$ cat src/rtl/audio_flash_streamer.sv
// audio_flash_streamer
//    Records interleaved codec frames into a word-wide flash through a simple
//    flash-manager handshake and plays them back as whole frames.
//
// Ports
//    clock, reset        rising-edge clock, synchronous active-low reset
//    ready               one-cycle pulse marking a new codec frame
//    audio_in            recorded frame, channel 0 in the LSBs
//    start_record        begin a new recording (IDLE only)
//    start_play          begin playback when at least one frame is stored
//    stop                finish any flash request in flight, then go idle
//    loop_en             wrap playback to address 0 at the end of the data
//    audio_out           playback frame, channel 0 in the LSBs
//    frame_valid         one-cycle pulse when audio_out updates
//    writemode           flash manager direction (1 = write)
//    dowrite, doread     one-cycle flash request pulses
//    wdata               flash write word (top FLASH_W bits of the sample)
//    raddr               flash read word address
//    frdata, busy        flash read data and busy from the flash manager
//    recording, playing  state indicators
//    full, overrun       sticky status flags
//    rec_length          number of words stored by the last recording
//
// state      | meaning
// -----------+---------------------------------------------------------
// IDLE       | no activity, audio_out holds its last frame
// REC_WAIT   | recording, waiting for the next codec frame
// REC_XFER   | recording, writing the latched frame one channel at a time
// PLAY_WAIT  | playing, waiting for the next codec frame slot
// PLAY_XFER  | playing, issuing a read for the current channel
// PLAY_CAP   | playing, waiting for read data of the current channel

module audio_flash_streamer #(
   parameter int CHANNELS = 2,
   parameter int SAMPLE_W = 18,
   parameter int FLASH_W  = 16,
   parameter int ADDR_W   = 23,
   parameter int DEPTH    = 2**ADDR_W
) (
   input  logic                         clock,
   input  logic                         reset,
   input  logic                         ready,
   input  logic [CHANNELS*SAMPLE_W-1:0] audio_in,
   input  logic                         start_record,
   input  logic                         start_play,
   input  logic                         stop,
   input  logic                         loop_en,
   output logic [CHANNELS*SAMPLE_W-1:0] audio_out,
   output logic                         frame_valid,
   output logic                         writemode,
   output logic                         dowrite,
   output logic                         doread,
   output logic [FLASH_W-1:0]           wdata,
   output logic [ADDR_W-1:0]            raddr,
   input  logic [FLASH_W-1:0]           frdata,
   input  logic                         busy,
   output logic                         recording,
   output logic                         playing,
   output logic                         full,
   output logic                         overrun,
   output logic [ADDR_W:0]              rec_length
);

   localparam int CH_W = (CHANNELS > 1) ? $clog2(CHANNELS) : 1;
   localparam logic [CH_W-1:0]  CH_LAST  = CH_W'(CHANNELS - 1);
   localparam logic [ADDR_W:0]  LEN_CH   = (ADDR_W+1)'(CHANNELS);
   localparam logic [ADDR_W:0]  LEN_LAST = (ADDR_W+1)'(DEPTH - 1);
   localparam logic [ADDR_W+1:0] STEP_END = (ADDR_W+2)'(CHANNELS + 1);

   typedef enum logic [2:0] {
      IDLE      = 3'd0,
      REC_WAIT  = 3'd1,
      REC_XFER  = 3'd2,
      PLAY_WAIT = 3'd3,
      PLAY_XFER = 3'd4,
      PLAY_CAP  = 3'd5
   } state_t;

   state_t                      state_q, state_d;
   logic [CH_W-1:0]             ch_q, ch_d;
   logic [CHANNELS*SAMPLE_W-1:0] frame_q, frame_cap;
   logic                        stop_pend_q;
   logic                        stop_req;
   logic                        flash_free;
   logic [FLASH_W-1:0]          wsel;
   logic [SAMPLE_W-1:0]         cap_word;
   logic [ADDR_W+1:0]           end_sum;

   logic rec_clr, play_go, latch_go, wr_go, rd_go, cap_go;
   logic full_set, ovr_set, frame_done, wrap;

   // A request pulse is visible for one cycle before the flash manager can
   // raise busy, so the pulse cycle itself never counts as "flash free".
   assign flash_free = !busy && !dowrite && !doread;
   // stop is level-sampled; remember it so a short pulse still lands once the
   // outstanding flash request drains.
   assign stop_req   = stop || stop_pend_q;

   assign recording  = (state_q == REC_WAIT) || (state_q == REC_XFER);
   assign playing    = (state_q == PLAY_WAIT) || (state_q == PLAY_XFER) ||
                       (state_q == PLAY_CAP);

   always_comb begin
      wsel      = frame_q[int'(ch_q)*SAMPLE_W + (SAMPLE_W - FLASH_W) +: FLASH_W];
      cap_word  = '0;
      cap_word[SAMPLE_W-1 -: FLASH_W] = frdata;
      frame_cap = frame_q;
      frame_cap[int'(ch_q)*SAMPLE_W +: SAMPLE_W] = cap_word;
      // start address of the following frame plus one frame of words
      end_sum   = (ADDR_W+2)'(raddr) + STEP_END;
   end

   always_comb begin
      state_d    = state_q;
      ch_d       = ch_q;
      rec_clr    = 1'b0;
      play_go    = 1'b0;
      latch_go   = 1'b0;
      wr_go      = 1'b0;
      rd_go      = 1'b0;
      cap_go     = 1'b0;
      full_set   = 1'b0;
      ovr_set    = 1'b0;
      frame_done = 1'b0;
      wrap       = 1'b0;
      case (state_q)
         IDLE: begin
            if (stop) begin
               state_d = IDLE;
            end else if (start_record) begin
               rec_clr = 1'b1;
               state_d = REC_WAIT;
            end else if (start_play && (rec_length >= LEN_CH)) begin
               play_go = 1'b1;
               state_d = PLAY_WAIT;
            end
         end
         REC_WAIT: begin
            if (stop_req) begin
               if (flash_free) state_d = IDLE;
            end else if (ready) begin
               latch_go = 1'b1;
               ch_d     = '0;
               state_d  = REC_XFER;
            end
         end
         REC_XFER: begin
            ovr_set = ready;
            if (stop_req) begin
               if (flash_free) state_d = IDLE;
            end else if (flash_free) begin
               wr_go = 1'b1;
               if (rec_length == LEN_LAST) begin
                  full_set = 1'b1;
                  state_d  = IDLE;
               end else if (ch_q == CH_LAST) begin
                  state_d = REC_WAIT;
               end else begin
                  ch_d = ch_q + 1'b1;
               end
            end
         end
         PLAY_WAIT: begin
            if (stop_req) begin
               if (flash_free) state_d = IDLE;
            end else if (ready) begin
               ch_d    = '0;
               state_d = PLAY_XFER;
            end
         end
         PLAY_XFER: begin
            ovr_set = ready;
            if (stop_req) begin
               if (flash_free) state_d = IDLE;
            end else if (flash_free) begin
               rd_go   = 1'b1;
               state_d = PLAY_CAP;
            end
         end
         PLAY_CAP: begin
            ovr_set = ready;
            if (flash_free) begin
               if (stop_req) begin
                  // read completed but the frame is partial: discard it
                  state_d = IDLE;
               end else begin
                  cap_go = 1'b1;
                  if (ch_q == CH_LAST) begin
                     frame_done = 1'b1;
                     if (end_sum > {1'b0, rec_length}) begin
                        if (loop_en) begin
                           wrap    = 1'b1;
                           state_d = PLAY_WAIT;
                        end else begin
                           state_d = IDLE;
                        end
                     end else begin
                        state_d = PLAY_WAIT;
                     end
                  end else begin
                     ch_d    = ch_q + 1'b1;
                     state_d = PLAY_XFER;
                  end
               end
            end
         end
         default: state_d = IDLE;
      endcase
   end

   always_ff @(posedge clock) begin
      if (!reset) begin
         state_q     <= IDLE;
         ch_q        <= '0;
         frame_q     <= '0;
         stop_pend_q <= 1'b0;
         writemode   <= 1'b0;
         dowrite     <= 1'b0;
         doread      <= 1'b0;
         wdata       <= '0;
         raddr       <= '0;
         audio_out   <= '0;
         frame_valid <= 1'b0;
         rec_length  <= '0;
         full        <= 1'b0;
         overrun     <= 1'b0;
      end else begin
         state_q     <= state_d;
         ch_q        <= ch_d;
         stop_pend_q <= stop_req && (state_q != IDLE) && (state_d != IDLE);
         dowrite     <= wr_go;
         doread      <= rd_go;
         frame_valid <= frame_done;
         if (rec_clr) begin
            rec_length <= '0;
            full       <= 1'b0;
            overrun    <= 1'b0;
            writemode  <= 1'b1;
         end
         if (play_go) begin
            writemode <= 1'b0;
            raddr     <= '0;
         end
         if (latch_go) frame_q <= audio_in;
         if (wr_go) begin
            wdata      <= wsel;
            rec_length <= rec_length + 1'b1;
         end
         if (full_set) full <= 1'b1;
         if (ovr_set) overrun <= 1'b1;
         if (cap_go) begin
            frame_q <= frame_cap;
            raddr   <= wrap ? '0 : raddr + 1'b1;
         end
         if (frame_done) audio_out <= frame_cap;
      end
   end

endmodule
$ cat config.mk
export PLATFORM = sky130hd
export DESIGN_NAME = audio_flash_streamer
export DESIGN_NICKNAME = d
export VERILOG_FILES = /design/src/rtl/audio_flash_streamer.sv
export SDC_FILE = /design/constraint.sdc
export NUM_CORES = 1
export LEC_CHECK = 0
export CELL_PAD_IN_SITES_DETAIL_PLACEMENT = 1
export CELL_PAD_IN_SITES_GLOBAL_PLACEMENT = 2
export CORE_UTILIZATION = 31
export DETAILED_ROUTE_END_ITERATION = 8
export PLACE_DENSITY_LB_ADDON = 0.3
export REMOVE_ABC_BUFFERS = 1
export SETUP_SLACK_MARGIN = 0.3
export SYNTH_ARGS = -nofsm -noshare
export SYNTH_HDL_FRONTEND = slang
export SYNTH_SLANG_ARGS = --single-unit
$ cat constraint.sdc
create_clock -name clock -period 6.62 [get_ports clock]
set_input_delay 0.993 -clock clock [delete_from_list [all_inputs] [get_ports clock]]
set_output_delay 0.993 -clock clock [all_outputs]
set_load 0.01 [all_outputs]
# == Yosys cells after proc, flatten, opt, wreduce, memory -nomap -nowiden ==
# Index checks and enable logic that the tools add are counted.
# totals
register_bits,146
inputBits,60
out_inout_bits,107
word_cells,137
# op_classes
n_addsub,6
mul,1
magnitude_cmp,2
n_eq_ne,13
shift,3
muxes,71
n_bitwise,1
reduce_logical,26
# op_table
op,count
36-bit 2-to-1 mux,2
23-bit 2-to-1 mux,3
3-bit 2-to-1 mux,18
24-bit 2-to-1 mux,2
1-bit 2-to-1 mux,42
36-bit bitwise mux,1
"18-bit by 33-bit variable shift with 36-bit output, first input constant",1
18-bit by 33-bit indexed part select with 36-bit output,1
36-bit by 32-bit indexed part select with 16-bit output,1
6-bit negation with 33-bit output,1
"32-bit by 3-bit adder with 32-bit output, second input constant",1
"23-bit by 2-bit adder with 24-bit output, second input constant",1
"24-bit by 1-bit adder with 24-bit output, second input constant",1
"24-bit by 23-bit == test with 1-bit output, second input constant",1
"24-bit by 2-bit greater-or-equal comparator with 1-bit output, second input constant",1
24-bit greater-than comparator,1
"23-bit by 1-bit adder with 23-bit output, second input constant",1
3-bit case mux with 6 select lines,1
"2-bit inequality test, second input constant",6
2-bit nonzero test,5
3-bit nonzero test,3
8-bit AND reduction,1
"3-bit by 2-bit == test with 1-bit output, second input constant",2
"3-bit == test, second input constant",2
14 further kinds,24

# == Longest topological paths before layout ==
# depth
word_depth,9
depth_mapped,17

# == Worst setup path after synthesis ==
# No wires, ideal clock.
# synth_timing
path_kind,register -> register
start,register raddr[2]
end,register raddr[16]
arrival_ns,3.737
path_slack_ns,2.821
path_stages_with_launch,17
n_path_buf,2
cell_sequence,dfxtp_1 > buf_2 > and3_1 > buf_6 > and3_1 > nand3b_1 > nor4_1 > nand3_1 > xnor2_1 > ha_1 > nand4_2 > or4_1 > nor3_2 > nor2_1 > a21oi_4 > or3b_1 > nand3_1
# synth_via
elab_chain_cells,9
# synth_lines
element,line_no,source
from (decl),54,"output logic [ADDR_W-1:0] raddr,"
from (signal assigned),253,raddr <= wrap ? '0 : raddr + 1'b1;
23-bit by 2-bit adder with 24-bit output,110,end_sum = (ADDR_W+2)'(raddr) + STEP_END;
24-bit greater-than comparator,190,"if (end_sum > {1'b0, rec_length}) begin"
1-bit 2-to-1 mux,190,
1-bit 2-to-1 mux,188,if (ch_q == CH_LAST) begin
1-bit 2-to-1 mux,183,if (stop_req) begin
1-bit 2-to-1 mux,182,if (flash_free) begin
1-bit 2-to-1 mux,126,case (state_q)
23-bit 2-to-1 mux (*),253,
23-bit 2-to-1 mux (*),251,if (cap_go) begin
# Mark *: on every way between the ends. The rest lies on a longest branch, timed or not.
# A chain may end at the register's enable or synchronous reset.

# == Worst setup path after layout ==
# Ends and elaborated chain as after synthesis.

==> flow_summary.json <==
{
  "vias": 6976,
  "synth_area_um2": 7362,
  "drive_above_1_share": 0.05644,
  "pwr-share-comb": 0.055,
  "crit_chain": "and3_1, and3_1, nand3b_1, nor4_1, nand3_1, xnor2_1, ha_1, nand4_2, or4_1, nor3_2, nor2_1, a21oi_4, or3b_1, nand3_1",
  "start_util": 0.3146,
  "synth_edf_count": 0,
  "slew_violations": 0,
  "cts.htree.levels": 4,
  "clk_pin_slew_worst_paths_ns": 0.07,
  "io_pins": 167,
  "worstSetupEndpointType": "flop",
  "ys.flop_type": "dfxtp_1",
  "grt_antenna_before_repair": 0,
  "dp_hpwl_um": 17100,
  "rrSetupSlack_ns": 1.68,
  "nets": 1138,
  "first_pass_iters": 4,
  "drt_iter0_drc": 304,
  "worst_clock_skew_ns": 0.01264,
  "diodes": 0,
  "grt_pass1_vias": 7086,
  "fin_crit_ns": 4.937,
  "setup-tns-final_ns": 0,
  "grt_pass1_wl_um": 38910,
  "portBuffers": 164,
  "cellPowerDensity_nw_per_um2": 198.9,
  "peakVddDrop_mv": 0.1384,
  "slew_headroom": 0.3939,
  "p_int_uw": 1432,
  "rsz0062_at_grt": "false",
  "grt_use_met3": 0.07639,
  "cts_root_buf": "clkbuf_16",
  "synth.avg_cell_area_um2": 8.064,
  "tightest_slew_ns": 0.9081,
  "dieArea_um2": 24370,
  "postCtsHoldBufs": 0,
  "dpl.cell_count": 1350,
  "syn2layout_area_growth_pct": 33.51,
  "crit_path_start_kind": "flop",
  "ys_warn_count": 0,
  "placed_cell_area_um2": 9240,
  "period_share": 0.7458,
  "path_buf_inv": 0,
  "synth.distinct_cells": 62,
  "path_class": "reg -> reg",
  "multi_input_area_um2": 4123,
  "antenna_left": 0,
  "overflow": 0,
  "n_fill_cell": 2850,
  "crit_path_max_fanout": 28,
  "p_switching_uw": 522.6,
  "hold_ws_ns": 0.4542,
  "ff_latch_area_um2": 2883,
  "final_area_um2": 9829,
  "cts_buffers": 17,
  "finalHoldViolCount": 0,
  "busiest_layer": "met2",
  "yosysSeqAreaShare": 0.3916,
  "die_y_um": 156.1,
  "synth_cells": 913,
  "use_met1": 0.2473,
  "stdcell_count": 1382,
  "max-clock-path-buffers": 2,
  "clock-sinks": 144,
  "hp-class": "reg -> reg",
  "path_delay_family": "simple AND/OR/NAND/NOR gates",
  "clk_latency_ns": 0.43,
  "ys_async_sr_fraction": 0,
  "die_x_um": 156.1,
  "finalSetupViolCount": 0,
  "power_frac_seq": 0.450,
  "leakage_uw": 0.003519,
  "cp_data_arrival_time_ns": 5.31,
  "grt_max_degree": 72,
  "critPathRequiredTime_ns": 7.00,
  "clock_power_share": 0.496,
  "gp_congestion": 0.8332,
  "outcome": "finished, final reports clean",
  "postCtsSetupBuffers": 0,
  "cts_tree": "done",
  "row_count": 56,
  "p_sw_frac": 0.2673,
  "crit_slowest_cell": "nor4_1",
  "use_met2": 0.3495,
  "track_usage": 0.2065,
  "cpPeakStageDelay_ns": 0.65,
  "drcViolationCount": 0,
  "wire_per_inst_um": 17.67,
  "fmax_mhz": 202.5,
  "ys_seq_elements": 144,
  "routed_wl_um": 24430,
  "core_um2": 23400,
  "cts_resized": 0,
  "via_per_inst": 5.048,
  "max_cap_violations": 0
}
[cell type report]
class / instances / share of cell area
inverters: 33 / 0.01260
clock buffers: 17 / 0.04328
multi-input cells: 680 / 0.4194
well taps: 319 / 0.04061
repair buffers: 174 / 0.1741
clock inverters: 15 / 0.01668
flip-flops and latches: 144 / 0.2933
[cell families (layout without fill, tap and decap cells)]
family,Yosys count,after routing,synth area share
DFF,144,144,0.3916
muxes,31,31,0.04232
xor gates and xnor gates,28,28,0.03331
and+or+nand+nor,389,389,0.2497
adders and majority gates,28,28,0.04759
AOI/OAI and AO/OA,204,204,0.1856
buffers and inverters,89,239,0.04997
[placed cells by master (no fill, tap or decap), types with 4 or more instances in the layout]
master             n
nor2b_1            6
inv_1             32
a21boi_0          35
nand3_1           41
and2_1            12
o211a_1           16
inv_6              6
a22oi_1           20
nand4_1           17
ha_1              28
nand2_1          193
or3_1              7
buf_4             10
nor2_1            49
dfxtp_1          144
nor4_1            15
a31oi_1           18
xor2_1            10
nor3_1             8
a21oi_1           58
xnor2_1           18
clkinv_8           4
clkdlybuf4s50_1  163
and3_1            13
o311ai_1           5
o21ai_0           26
clkbuf_16         17
o21a_1             4
mux2i_1           30
[per-layer routing]
| layer | up-vias | part of all wire |
|---|---|---|
| li1 | 3479 | - |
| met1 | 3355 | 0.45 |
| met2 | 127 | 0.47 |
| met3 | 15 | 0.071 |
| met4 | 0 | 0.0098 |
| met5 | - | 0 |
[cells in the mapped netlist (all sizes together) (4+ instances only)]
master	count	area, µm²
nor4	16	115.1
nor2b	6	37.54
and3	13	81.33
nor2	52	197.7
xnor2	18	157.7
dfxtp	144	2883
xor2	10	87.58
and2	12	75.07
inv	33	123.9
a21oi	60	315.3
nand2	194	730.7
clkbuf	38	142.6
nand4	19	140.1
nand3	41	205.2
buf	18	101.3
o211a	16	160.2
or3	7	43.79
o21a	4	30.03
a21boi	35	262.8
ha	28	350.3
mux2i	30	300.3
nor3	11	70.07
o311ai	6	52.55
a31oi	18	112.6
o21ai	27	135.1
a22oi	20	150.1
[power by group through the flow]
stage,clock (µW),sequential (µW),combinational (µW)
after floorplan,0,900,38.7
after detailed placement,0,899,108
after global placement,0,899,107
after CTS,995,879,108
final,969,879,107
after global routing,1020,880,115
[registers in the layout, summed over array words and instances (netlist names), 3 cells and up]
register and flops:
state_q 3, frame_q 34, rec_length 24, audio_out 36, raddr 23, wdata 16
[worst reg2reg max path, stage by stage, from the launching register on]
cell and delay [ns]:
dfxtp_1 0.48, and3_1 0.41, and3_1 0.26, nand3b_1 0.13, nor4_1 0.65, nand3_1 0.20, xnor2_1 0.17, ha_1 0.33
nand4_2 0.17, or4_1 0.61, nor3_2 0.21, nor2_1 0.13, a21oi_4 0.63, or3b_1 0.43, nand3_1 0.08
[per-stage QoR]
| stage | util | power, µW | setup slack (ns) |
|---|---|---|---|
| 2_1_floorplan | - | 939.0 | 2.538 |
| 3_3_place_gp | 0.3948 | 1006 | 1.722 |
| 6_report | 0.4200 | 1955 | 1.683 |
| 3_5_place_dp | 0.3948 | 1007 | 1.694 |
| 5_1_grt | 0.4200 | 2020 | 1.209 |
| 4_1_cts | 0.4200 | 1982 | 1.670 |
[final timing paths]
path | start | endpoint | depth (start not counted)
hold / removal | audio_out[20]$_SDFFE_PN0P_ | audio_out[20]$_SDFFE_PN0P_ | 2
setup reg to reg | raddr[2]$_SDFFE_PN0P_ | raddr[16]$_SDFFE_PN0P_ | 14
hold reg to reg | audio_out[20]$_SDFFE_PN0P_ | audio_out[20]$_SDFFE_PN0P_ | 2
setup / recovery | raddr[2]$_SDFFE_PN0P_ | raddr[16]$_SDFFE_PN0P_ | 14
Power figures use the tool's default switching activity.
